==> src/rtl/uart_rx_ready.sv <==
// rtl/uart_rx_ready.sv - 8N1 UART receiver with mid-bit sampling and a valid/ready byte output.
// Optional even-parity frame (8E1) is enabled by defining UART_RX_PARITY_EN.
module uart_rx_ready #(
    parameter int CLOCK_FREQUENCY = 50_000_000,
    parameter int BAUD_RATE       = 115200
) (
    input  logic       clk,
    input  logic       rst,
    input  logic       rx,
    output logic [7:0] data,
    output logic       data_valid,
    input  logic       data_ready,
    output logic       busy,
    output logic       frame_err,
    output logic       overrun,
    output logic       parity_err
);

    localparam int CLKS_PER_BIT = CLOCK_FREQUENCY / BAUD_RATE;
    localparam int HALF_BIT     = CLKS_PER_BIT / 2;
    localparam int CW           = $clog2(CLKS_PER_BIT);

    localparam logic [CW-1:0] BIT_END  = CW'(CLKS_PER_BIT - 1);
    localparam logic [CW-1:0] HALF_END = CW'(HALF_BIT - 1);

`ifdef UART_RX_PARITY_EN
    typedef enum logic [2:0] {
        WAIT_IDLE, IDLE, START, DATA, PARITY, STOP
    } state_t;
`else
    typedef enum logic [2:0] {
        WAIT_IDLE, IDLE, START, DATA, STOP
    } state_t;
`endif

    state_t        state, state_n;
    logic          rx_m, rx_s;
    logic [CW-1:0] cnt, cnt_n;
    logic [2:0]    bit_idx, bit_idx_n;
    logic [7:0]    shift, shift_n;
    logic          deliver, deliver_n;
    logic          frame_err_n;
    logic          par_bit, par_bit_n;
    logic          perr;
    logic          handshake;
    logic          bit_end;

    // Two-flop synchroniser; resets to the idle-high line level.
    always_ff @(posedge clk) begin
        if (rst) begin
            rx_m <= 1'b1;
            rx_s <= 1'b1;
        end else begin
            rx_m <= rx;
            rx_s <= rx_m;
        end
    end

    always_ff @(posedge clk) begin
        if (rst) begin
            state     <= WAIT_IDLE;
            cnt       <= '0;
            bit_idx   <= '0;
            shift     <= '0;
            deliver   <= 1'b0;
            frame_err <= 1'b0;
            par_bit   <= 1'b0;
        end else begin
            state     <= state_n;
            cnt       <= cnt_n;
            bit_idx   <= bit_idx_n;
            shift     <= shift_n;
            deliver   <= deliver_n;
            frame_err <= frame_err_n;
            par_bit   <= par_bit_n;
        end
    end

    assign bit_end = (cnt == BIT_END);

    always_comb begin
        state_n     = state;
        cnt_n       = cnt;
        bit_idx_n   = bit_idx;
        shift_n     = shift;
        deliver_n   = 1'b0;
        frame_err_n = 1'b0;
        par_bit_n   = par_bit;
        case (state)
            WAIT_IDLE: begin
                cnt_n = '0;
                if (rx_s) state_n = IDLE;
            end
            IDLE: begin
                cnt_n     = '0;
                bit_idx_n = '0;
                if (!rx_s) state_n = START;
            end
            START: begin
                if (cnt == HALF_END) begin
                    cnt_n   = '0;
                    // A line that is high again at mid start bit was only a glitch.
                    state_n = rx_s ? IDLE : DATA;
                end else begin
                    cnt_n = cnt + 1'b1;
                end
            end
            DATA: begin
                if (bit_end) begin
                    cnt_n            = '0;
                    shift_n[bit_idx] = rx_s;
                    bit_idx_n        = bit_idx + 1'b1;
                    if (bit_idx == 3'd7) begin
`ifdef UART_RX_PARITY_EN
                        state_n = PARITY;
`else
                        state_n = STOP;
`endif
                    end
                end else begin
                    cnt_n = cnt + 1'b1;
                end
            end
`ifdef UART_RX_PARITY_EN
            PARITY: begin
                if (bit_end) begin
                    cnt_n     = '0;
                    par_bit_n = rx_s;
                    state_n   = STOP;
                end else begin
                    cnt_n = cnt + 1'b1;
                end
            end
`endif
            STOP: begin
                if (bit_end) begin
                    cnt_n = '0;
                    if (rx_s) begin
                        deliver_n = 1'b1;
                        state_n   = IDLE;
                    end else begin
                        // Low stop bit: wait for a high line so a held break is not re-framed.
                        frame_err_n = 1'b1;
                        state_n     = WAIT_IDLE;
                    end
                end else begin
                    cnt_n = cnt + 1'b1;
                end
            end
            default: state_n = WAIT_IDLE;
        endcase
    end

`ifdef UART_RX_PARITY_EN
    assign perr = ^{shift, par_bit};
`else
    assign perr = 1'b0;
`endif

    assign busy      = (state != IDLE);
    assign handshake = data_valid & data_ready;

    always_ff @(posedge clk) begin
        if (rst) begin
            data       <= '0;
            data_valid <= 1'b0;
            overrun    <= 1'b0;
            parity_err <= 1'b0;
        end else begin
            overrun    <= 1'b0;
            parity_err <= 1'b0;
            if (deliver) begin
                // A byte leaving in this same cycle frees the slot for the new one.
                if (!data_valid || handshake) begin
                    data       <= shift;
                    data_valid <= 1'b1;
                    parity_err <= perr;
                end else begin
                    overrun <= 1'b1;
                end
            end else if (handshake) begin
                data_valid <= 1'b0;
            end
        end
    end

endmodule

==> config.mk <==
export PLATFORM = sky130hd
export DESIGN_NAME = uart_rx_ready
export DESIGN_NICKNAME = d
export VERILOG_FILES = /design/src/rtl/uart_rx_ready.sv
export SDC_FILE = /design/constraint.sdc
export NUM_CORES = 1
export LEC_CHECK = 0
export CORE_UTILIZATION = 45
export CTS_BUF_LIST = sky130_fd_sc_hd__clkbuf_4
export CTS_CLUSTER_SIZE = 25
export DETAILED_ROUTE_END_ITERATION = 12
export PLACE_DENSITY = 0.66
export SLEW_MARGIN = 15
export SYNTH_ARGS = -nofsm -noshare
export SYNTH_HDL_FRONTEND = slang
export SYNTH_SLANG_ARGS = --single-unit
==> constraint.sdc <==
create_clock -name clk -period 2.1 [get_ports clk]
set_input_delay 0.42 -clock clk [delete_from_list [all_inputs] [get_ports clk]]
set_output_delay 0.42 -clock clk [all_outputs]
set_load 0.02 [all_outputs]
==> run metrics, run 1 <==
post-placement cell area=0.00192 mm²; PortBufs=15; Yosys warnings=0; first-pass GRT wire length=5.93 mm; Tmin final=1930 ps; clock root buffer=clkbuf_4; Clock Power Share=30.1%; Vias=1,358; Core Box Area=0.00366 mm²; largest net degree at the start of global routing=20; kind of critical path=flop to flop; DRT iter0 DRCs=39; Finished Cell Area=0.00200 mm²; PD cells=approximately 800 mW/mm²; Cell Int Power=1110 µW; Post-DRT Antenna Nets=0; Finished Layout Cells=roughly 260; Placed Cells=248; clock buffer depth=2; sequential share of power=48.0%; Tot GR Track Use=about a fifth; die area=0.00408 mm²; Final setup viols=0; Tcrit/Tclk final=91.7%; clk slew on worst S/H paths=110 ps; Achievable Freq=0.519 GHz; Die W=63.9 µm; Clock Latency Late Sink=between 300 and 400 ps; Worst EP required=about 2300 ps; wirelength, routed=3.39 mm; Yosys top cell area share=43.0%; Final Hold Fails=0; Setup TNS=0 ps; Post-Syn Instances=191; # IOs=17; Leak=between 0.0007 and 0.0008 µW; maximum VDD drop=423 µV; switching pwr=approximately 470 µW; Critical Path Source Type=flop; layout cells sized above 1=around 13%; post-synth cell types=41; initial antenna violation count=0; TritonCTS sink count=37; DR pass1 iterations=4; # hold bufs at CTS=0; row count=22; most common cell after layout, fill and taps aside=dfxtp_1; CP arrival=about 2200 ps; Slew Limit Fails=0; multi-input combinational cell area=911 µm²; Placer Congestion=roughly 0.85; status=completed; Most used DFF post-synth=dfxtp_1; Post-synth EDFFs=0; commonest cells after routing, fill and taps aside=dfxtp_1, nor2_1, mux2i_1; post-DP HPWL=2.41 mm; drt wl/cell=13.3 µm; final clock skew=8.38 ps; register area=743 µm²; nets=216; FILL cells=339; CTS tree=built; chip height=63.9 µm; Post-Syn Nets=200; RSZ-0062 raised after global routing=no; Syn-to-layout area delta=16.0%; ys async rst share=0%; CTS H-tree depth=2; Antenna Cells=0; number of vias per cell=5.33; Starting Density=47.1%; Comb pwr share=between 20% and 30%; DRC viols=0; grt ovf=0; max-cap violations=0; Sw Ratio=29.9%; HP Class=flop to flop; CP Max Fanout=4; post-synthesis register bit count=37; dominant cell type by area after synthesis=dfxtp_1; Synth Area per Inst=about 9 µm²; Setup crit end kind=flop; Seq/Total Area, Yosys=43.0%; vias in the first global route=about 1,300; Synth area leaders=dfxtp_1, mux2i_1, nor2_1; Netlist Area Pre-Place=0.00172 mm²; CTS Buf Count=5
critical path: stages, from the launching register on:
cell and delay, ps:
dfxtp_1 360, inv_1 110, ha_1 150, or4b_1 460, o21ai_2 160, o21ai_2 120
nor2_4 170, mux2_4 310
layout make-up:
type	instances	area share (%)
multi-input combinational	137	45.6
sequential	37	37.2
timing repair buffer	20	9.51
tap	48	3.00
clock buffer	5	1.88
clock inverter	2	1.75
inverter	6	1.13
worst paths after layout:
kind | startpoint | endpoint | depth (start not counted) | slack, ps
worst min-delay path | rx_m | rx_s | 1 | 440
worst max register to register | cnt[0] | state[1] | 7 | 170
worst min register to register | rx_m | rx_s | 1 | 440
worst max-delay path | cnt[0] | state[1] | 7 | 170
Yosys cell counts (all sizes together), types with 3 or more instances:
| cell type | instances |
|---|---|
| nand2 | 11 |
| inv | 6 |
| a211oi | 7 |
| ha | 5 |
| xor2 | 3 |
| nand3 | 3 |
| nor3 | 4 |
| clkbuf | 8 |
| a22oi | 3 |
| dfxtp | 37 |
| nor2b | 4 |
| nand4 | 4 |
| a21oi | 7 |
| nor2 | 32 |
| buf | 3 |
| nor3b | 4 |
| xnor2 | 3 |
| mux2i | 17 |
| o21ai | 9 |
| and3 | 3 |
cell families after synthesis:
| family | after synthesis | synth area share [%] |
|---|---|---|
| fa+ha+maj | 5 | 3.63 |
| other cells | 1 | 0.217 |
| mux | 18 | 10.7 |
| flops | 37 | 43.0 |
| buf+inv | 17 | 4.21 |
| simple gates | 80 | 24.9 |
| xor+xnor | 6 | 3.05 |
| compound gates | 27 | 10.3 |
registers in the layout, indices dropped and copies added, names as in the netlist:
signal / count
data: 8
rx_s: 1
rx_m: 1
deliver: 1
bit_idx: 3
state: 3
overrun: 1
data_valid: 1
shift: 8
frame_err: 1
cnt: 9
layer usage:
| metal | vias to the layer above | track usage, % | share of wire, % |
|---|---|---|---|
| met2 | 27 | 29.4 | 47 |
| met4 | 0 | 11.4 | 1.7 |
| met3 | 5 | 3.93 | 3.6 |
| met5 | - | 0 | 0 |
| met1 | 637 | 24.6 | 48 |
| li1 | 689 | - | - |
power groups by stage:
stage,Sequential (µW),Combinational [µW],Clock [µW]
after floorplan,756,276,0
after global routing,769,385,522
after detailed placement,774,346,0
final,762,348,477
after global placement,771,334,0
after CTS,761,351,492
through the flow:
| step | total power, µW | utilization (%) | worst slack, ps | hold slack, ps |
|---|---|---|---|---|
| after floorplan | 1030 | - | 314 | 389 |
| after global placement | 1100 | 52.5 | 271 | 400 |
| after detailed placement | 1120 | 52.5 | 202 | 419 |
| after CTS | 1600 | 54.5 | 41.5 | 449 |
| after global routing | 1680 | 54.6 | 85.1 | 459 |
| final | 1590 | 54.6 | 174 | 443 |
timing repair:
item	4_1_cts	5_1_grt
pin swaps	0	0
gates resized for setup	2	1
endpoints found under the setup margin	1	1
cloned	0	0
buffers inserted	0	0
endpoints found under the hold margin	0	0
Note: power is estimated with default switching activity, not from simulation.
==> inputs of run 2 (changes only) <==
- SETUP_SLACK_MARGIN: unset -> 0.5
==> run metrics, run 2 (synthesis gave the netlist of run 1 again) <==
HP Class=flop to flop (unchanged); post-DP HPWL=2.25 mm (was 2.41 mm); drt wl/cell=13.2 µm (was 13.3 µm); first-pass GRT wire length=5.72 mm (was 5.93 mm); Syn-to-layout area delta=25.8% (was 16.0%); clock root buffer=clkbuf_4 (unchanged); sequential share of power=46.0% (was 48.0%); max-cap violations=0 (unchanged); hold_sp=rx_m (unchanged); setup ws final=286 ps (was 174 ps); maximum VDD drop=510 µV (was 423 µV); Clock Latency Late Sink=330 ps (was 340 ps); Leak=0.000911 µW (was 0.000797 µW); Post-DRT Antenna Nets=0 (unchanged); CP Max Fanout=3 (was 4); Final Hold Fails=0 (unchanged); Final setup viols=0 (unchanged); layout cells sized above 1=28.1% (was 12.6%); Slew Limit Fails=0 (unchanged); kind of critical path=flop to flop (unchanged); # hold bufs at CTS=0 (unchanged); Die W=63.9 µm (unchanged); CTS Buf Count=5 (unchanged); max reg flops=9 (unchanged); Comb pwr share=32.3% (was 21.9%); Placed Cells=248 (unchanged); PortBufs=15 (unchanged); post-placement cell area=0.00193 mm² (was 0.00192 mm²); Sw Ratio=31.5% (was 29.9%); RR Endpoint=state[1] (unchanged); wirelength, routed=3.54 mm (was 3.39 mm); grt ovf=0 (unchanged); most common cell after layout, fill and taps aside=dfxtp_1 (unchanged); Min-Delay Endpoint=rx_s (unchanged); switching pwr=522 µW (was 474 µW); reg-to-reg startpoint=cnt[1] (was cnt[0]); TritonCTS sink count=37 (unchanged); Tot GR Track Use=17.9% (was 19.1%); row count=22 (unchanged); worst hold path depth=1 (unchanged); RSZ-0062 raised after global routing=yes (was no); Placer Congestion=0.844 (was 0.850); Tcrit/Tclk final=86.4% (was 91.7%); DR pass1 iterations=4 (unchanged); FILL cells=318 (was 339); # IOs=17 (unchanged); Achievable Freq=0.551 GHz (was 0.519 GHz); Antenna Cells=0 (unchanged); Critical Path Source Type=flop (unchanged); pre-CTS WS=240 ps (was 202 ps); status=completed (unchanged); Finished Cell Area=0.00217 mm² (was 0.00200 mm²); commonest cells after routing, fill and taps aside=dfxtp_1, nor2_1, mux2i_1 (unchanged); Worst R2R Path Depth=7 (unchanged); Core Box Area=0.00366 mm² (unchanged); CTS tree=built (unchanged); Starting Density=47.1% (unchanged); DRC viols=0 (unchanged); Setup TNS=0 ps (unchanged); Setup crit end kind=flop (unchanged); clk slew on worst S/H paths=120 ps (was 110 ps); CTS H-tree depth=2 (unchanged); Vias=1,434 (was 1,358); Largest Register=cnt (unchanged); Clock Power Share=21.7% (was 30.1%); vias in the first global route=1,334 (was 1,295); clock buffer depth=2 (unchanged); reg2reg setup slack=290 ps (was 170 ps); CP arrival=2050 ps (was 2160 ps); Cell Int Power=1140 µW (was 1110 µW); PD cells=764 mW/mm² (was 793 mW/mm²); DRT iter0 DRCs=64 (was 39); initial antenna violation count=0 (unchanged); final clock skew=10.0 ps (was 8.38 ps); Tmin final=1810 ps (was 1930 ps); Finished Layout Cells=269 (was 255); nets=229 (was 216); number of vias per cell=5.33 (about the same); chip height=63.9 µm (unchanged); Top Registers=cnt (9), data (8), shift (8) (unchanged); Worst EP required=2330 ps (was 2340 ps); die area=0.00408 mm² (unchanged); largest net degree at the start of global routing=24 (was 20)
==> run 2: changes by cell type in the layout (fill, tap and decap cells not counted), moves of 3 or more <==
cell             previous run  this run
dfxtp_1                    35        31
clkdlybuf4s50_1            14         3
ha_1                        5         2
dlygate4sd2_1               0        11
dfxtp_2                     2         6
buf_4                       5        16
==> run 2: worst max path at each step <==
stage	startpoint	to	slack [ps]	depth (start not counted)
2_1_floorplan	cnt[0]	state[1]	340	7
3_3_place_gp	cnt[1]	state[1]	300	7
6_report	cnt[1]	state[1]	290	7
5_1_grt	cnt[1]	state[0]	230	8
4_1_cts	cnt[1]	state[1]	310	7
3_5_place_dp	cnt[1]	state[1]	240	7
==> run 2: per-stage QoR <==
| step | hold WS [ps] | total power [µW] | util [%] |
|---|---|---|---|
| 2_1_floorplan | 389 | 1040 | - |
| 3_3_place_gp | 399 | 1110 | 52.7 |
| 3_5_place_dp | 395 | 1120 | 52.7 |
| 4_1_cts | 424 | 1580 | 56.8 |
| 5_1_grt | 436 | 1750 | 59.3 |
| 6_report | 424 | 1660 | 59.3 |
==> run 2: power groups by stage <==
stage	logic [µW]	clock network [µW]	registers, µW
6_report	535	360	762
5_1_grt	575	409	769
4_1_cts	444	376	758
3_5_place_dp	346	0	773
3_3_place_gp	337	0	772
2_1_floorplan	281	0	758
==> run 2: worst max-delay path, cell delays in order, from the launching register on <==
cell	delay (ps)
dfxtp_2	360
inv_4	80
ha_4	120
or4b_4	460
o21ai_4	150
o21ai_2	100
nor2_4	130
mux2_4	310
==> run 2: area by class of cell <==
type                    count  area, µm²  share of cell area [%]
clock buffers               5       37.5                    1.73
clock inverters             3       17.5                   0.807
inverters                   6       25.0                    1.15
multi-input cells         137       1010                    46.4
flip-flops and latches     37        748                    34.5
well taps                  48       60.1                    2.77
repair buffers             33        274                    12.6
==> run 2: per-layer routing <==
layer / share of wire [%] / vias to the layer above / global-route usage, %
met5: 0 / - / 0
met4: 1.6 / 0 / 7.67
met3: 3.6 / 9 / 4.64
met2: 52 / 26 / 30.3
met1: 43 / 682 / 21.3
li1: - / 717 / -
==> run 2: repair_timing <==
action / 4_1_cts / 5_1_grt
setup endpoints to repair: 29 / 22
endpoints found under the hold margin: 0 / 0
gates resized for setup: 27 / 18
pin swaps: 5 / 8
setup buffers: 8 / 5
==> inputs of run 3 (changes only) <==
--- a/config.mk
+++ b/config.mk
@@ -8,4 +8,5 @@
 export CORE_UTILIZATION = 45
 export CTS_BUF_LIST = sky130_fd_sc_hd__clkbuf_4
+export CTS_CLUSTER_DIAMETER = 50
 export CTS_CLUSTER_SIZE = 25
 export DETAILED_ROUTE_END_ITERATION = 12
==> constraint.sdc (replaced) <==
create_clock -name clk -period 2.1 [get_ports clk]
set_input_delay 0.21 -clock clk [delete_from_list [all_inputs] [get_ports clk]]
set_output_delay 0.21 -clock clk [all_outputs]
set_load 0.02 [all_outputs]
==> run metrics, run 3 (synthesis gave the netlist of run 1 again) <==
slowest stage cell, crit path=or4b_4 (unchanged); crit-path max cell delay=460 ps (about the same); reg2reg setup slack=250 ps (was 290 ps); HP Class=flop to flop (unchanged); DRT iter0 DRCs=41 (was 64); PortBufs=15 (unchanged); Final setup viols=0 (unchanged); # hold bufs at CTS=0 (unchanged); Top Registers=cnt (9), data (8), shift (8) (unchanged); Worst EP required=2340 ps (was 2330 ps); Placer Congestion=0.851 (was 0.844); first-pass GRT wire length=5.60 mm (was 5.72 mm); Setup TNS=0 ps (unchanged); Crit path buffers/inverters=1 (unchanged); clk slew on worst S/H paths=120 ps (about the same); clock buffer depth=2 (unchanged); layout cells sized above 1=25.6% (was 28.1%); max-cap violations=0 (unchanged); Starting Density=47.1% (unchanged); Crit path top cell by count=o21ai_4; Tmin final=1850 ps (was 1810 ps); worst slew pin tran=539 ps; status=completed (unchanged); setup ws final=252 ps (was 286 ps); clock root buffer=clkbuf_4 (unchanged); Tcrit/Tclk final=88.0% (was 86.4%); final clock skew=6.28 ps (was 10.0 ps); Slew Limit Fails=0 (unchanged); kind of critical path=flop to flop (unchanged); Vias=1,400 (was 1,434); crit-path cells=inv_2 -> ha_4 -> or4b_4 -> o21ai_4 -> o21ai_4 -> nor2_4 -> mux2_4 (was inv_4 -> ha_4 -> or4b_4 -> o21ai_4 -> o21ai_2 -> nor2_4 -> mux2_4); drt wl/cell=12.6 µm (was 13.2 µm); Die W=63.9 µm (unchanged); most common cell after layout, fill and taps aside=dfxtp_1 (unchanged); row count=22 (unchanged); CTS Buf Count=5 (unchanged); grt ovf=0 (unchanged); pre-CTS WS=249 ps (was 240 ps); commonest cells after routing, fill and taps aside=dfxtp_1, nor2_1, mux2i_1 (unchanged); CTS H-tree depth=2 (unchanged); maximum VDD drop=452 µV (was 510 µV); initial antenna violation count=0 (unchanged); # IOs=17 (unchanged); chip height=63.9 µm (unchanged); CP arrival=2090 ps (was 2050 ps); wirelength, routed=3.36 mm (was 3.54 mm); Leak=0.000871 µW (was 0.000911 µW); Critical Path Source Type=flop (unchanged); number of vias per cell=5.24 (was 5.33); Post-DRT Antenna Nets=0 (unchanged); headroom to the max-slew limit=64.1%; Setup crit end kind=flop (unchanged); Clock Latency Late Sink=340 ps (was 330 ps); PD cells=868 mW/mm² (was 764 mW/mm²); Antenna Cells=0 (unchanged); Crit path max-delay family=simple AND/OR/NAND/NOR gates (unchanged); Final Hold Fails=0 (unchanged); Achievable Freq=0.541 GHz (was 0.551 GHz); nets=227 (was 229); largest net degree at the start of global routing=24 (unchanged); DR pass1 iterations=4 (unchanged); RSZ-0062 raised after global routing=yes (unchanged); vias in the first global route=1,297 (was 1,334); CP Max Fanout=4 (was 3); Largest Register=cnt (unchanged); Syn-to-layout area delta=26.9% (was 25.8%); post-DP HPWL=2.20 mm (was 2.25 mm); Tot GR Track Use=17.3% (was 17.9%); Core Box Area=0.00366 mm² (unchanged); CTS tree=built (unchanged); FILL cells=314 (was 318); die area=0.00408 mm² (unchanged); DRC viols=0 (unchanged); max reg flops=9 (unchanged); TritonCTS sink count=37 (unchanged)
## run 3: worst paths after layout
kind / startpoint / endpoint / cells past startpoint
worst max-delay path: cnt[0] / state[1] / 7
worst min-delay path: rx_m / rx_s / 1
worst max register to register: cnt[0] / state[1] / 7
worst min register to register: rx_m / rx_s / 1
## run 3: layout make-up
type,instances,area [µm²],share of cell area [%]
Clock buffer,5,37.5,1.72
Clock inverter,3,68.8,3.15
Timing Repair Buffer,31,267,12.2
Sequential cell,37,753,34.4
Tap cell,48,60.1,2.75
Inverter,6,22.5,1.03
Multi-Input combinational cell,137,978,44.7
## run 3: repair_timing
action,4_1_cts,5_1_grt
gates resized for setup,13,12
endpoints found under the hold margin,0,0
setup endpoints to repair,18,20
buffers inserted,7,6
pin swaps,5,3
## run 3: per-layer routing
layer | track usage [%] | routed length [µm]
met1 | 20.8 | 1550
met2 | 29.8 | 1680
met3 | 4.82 | 114
met4 | 5.11 | 17
met5 | 0 | 0
## run 3: metrics by stage
step	hold WS [ps]	power, µW	utilization (%)	instance area (µm²)	cells
after floorplan	289	1040	-	1730	191
after global placement	399	1100	52.3	1910	246
after detailed placement	395	1110	52.3	1910	246
after CTS	420	1800	57.6	2110	261
after global routing	431	1990	59.7	2190	267
final	417	1900	59.7	2190	267
## run 3: report_power, final
part           leakage, µW  internal [µW]  switching, µW
sequential        0.000302            737           42.9
combinational     0.000513            254            238
clock            0.0000558            375            251
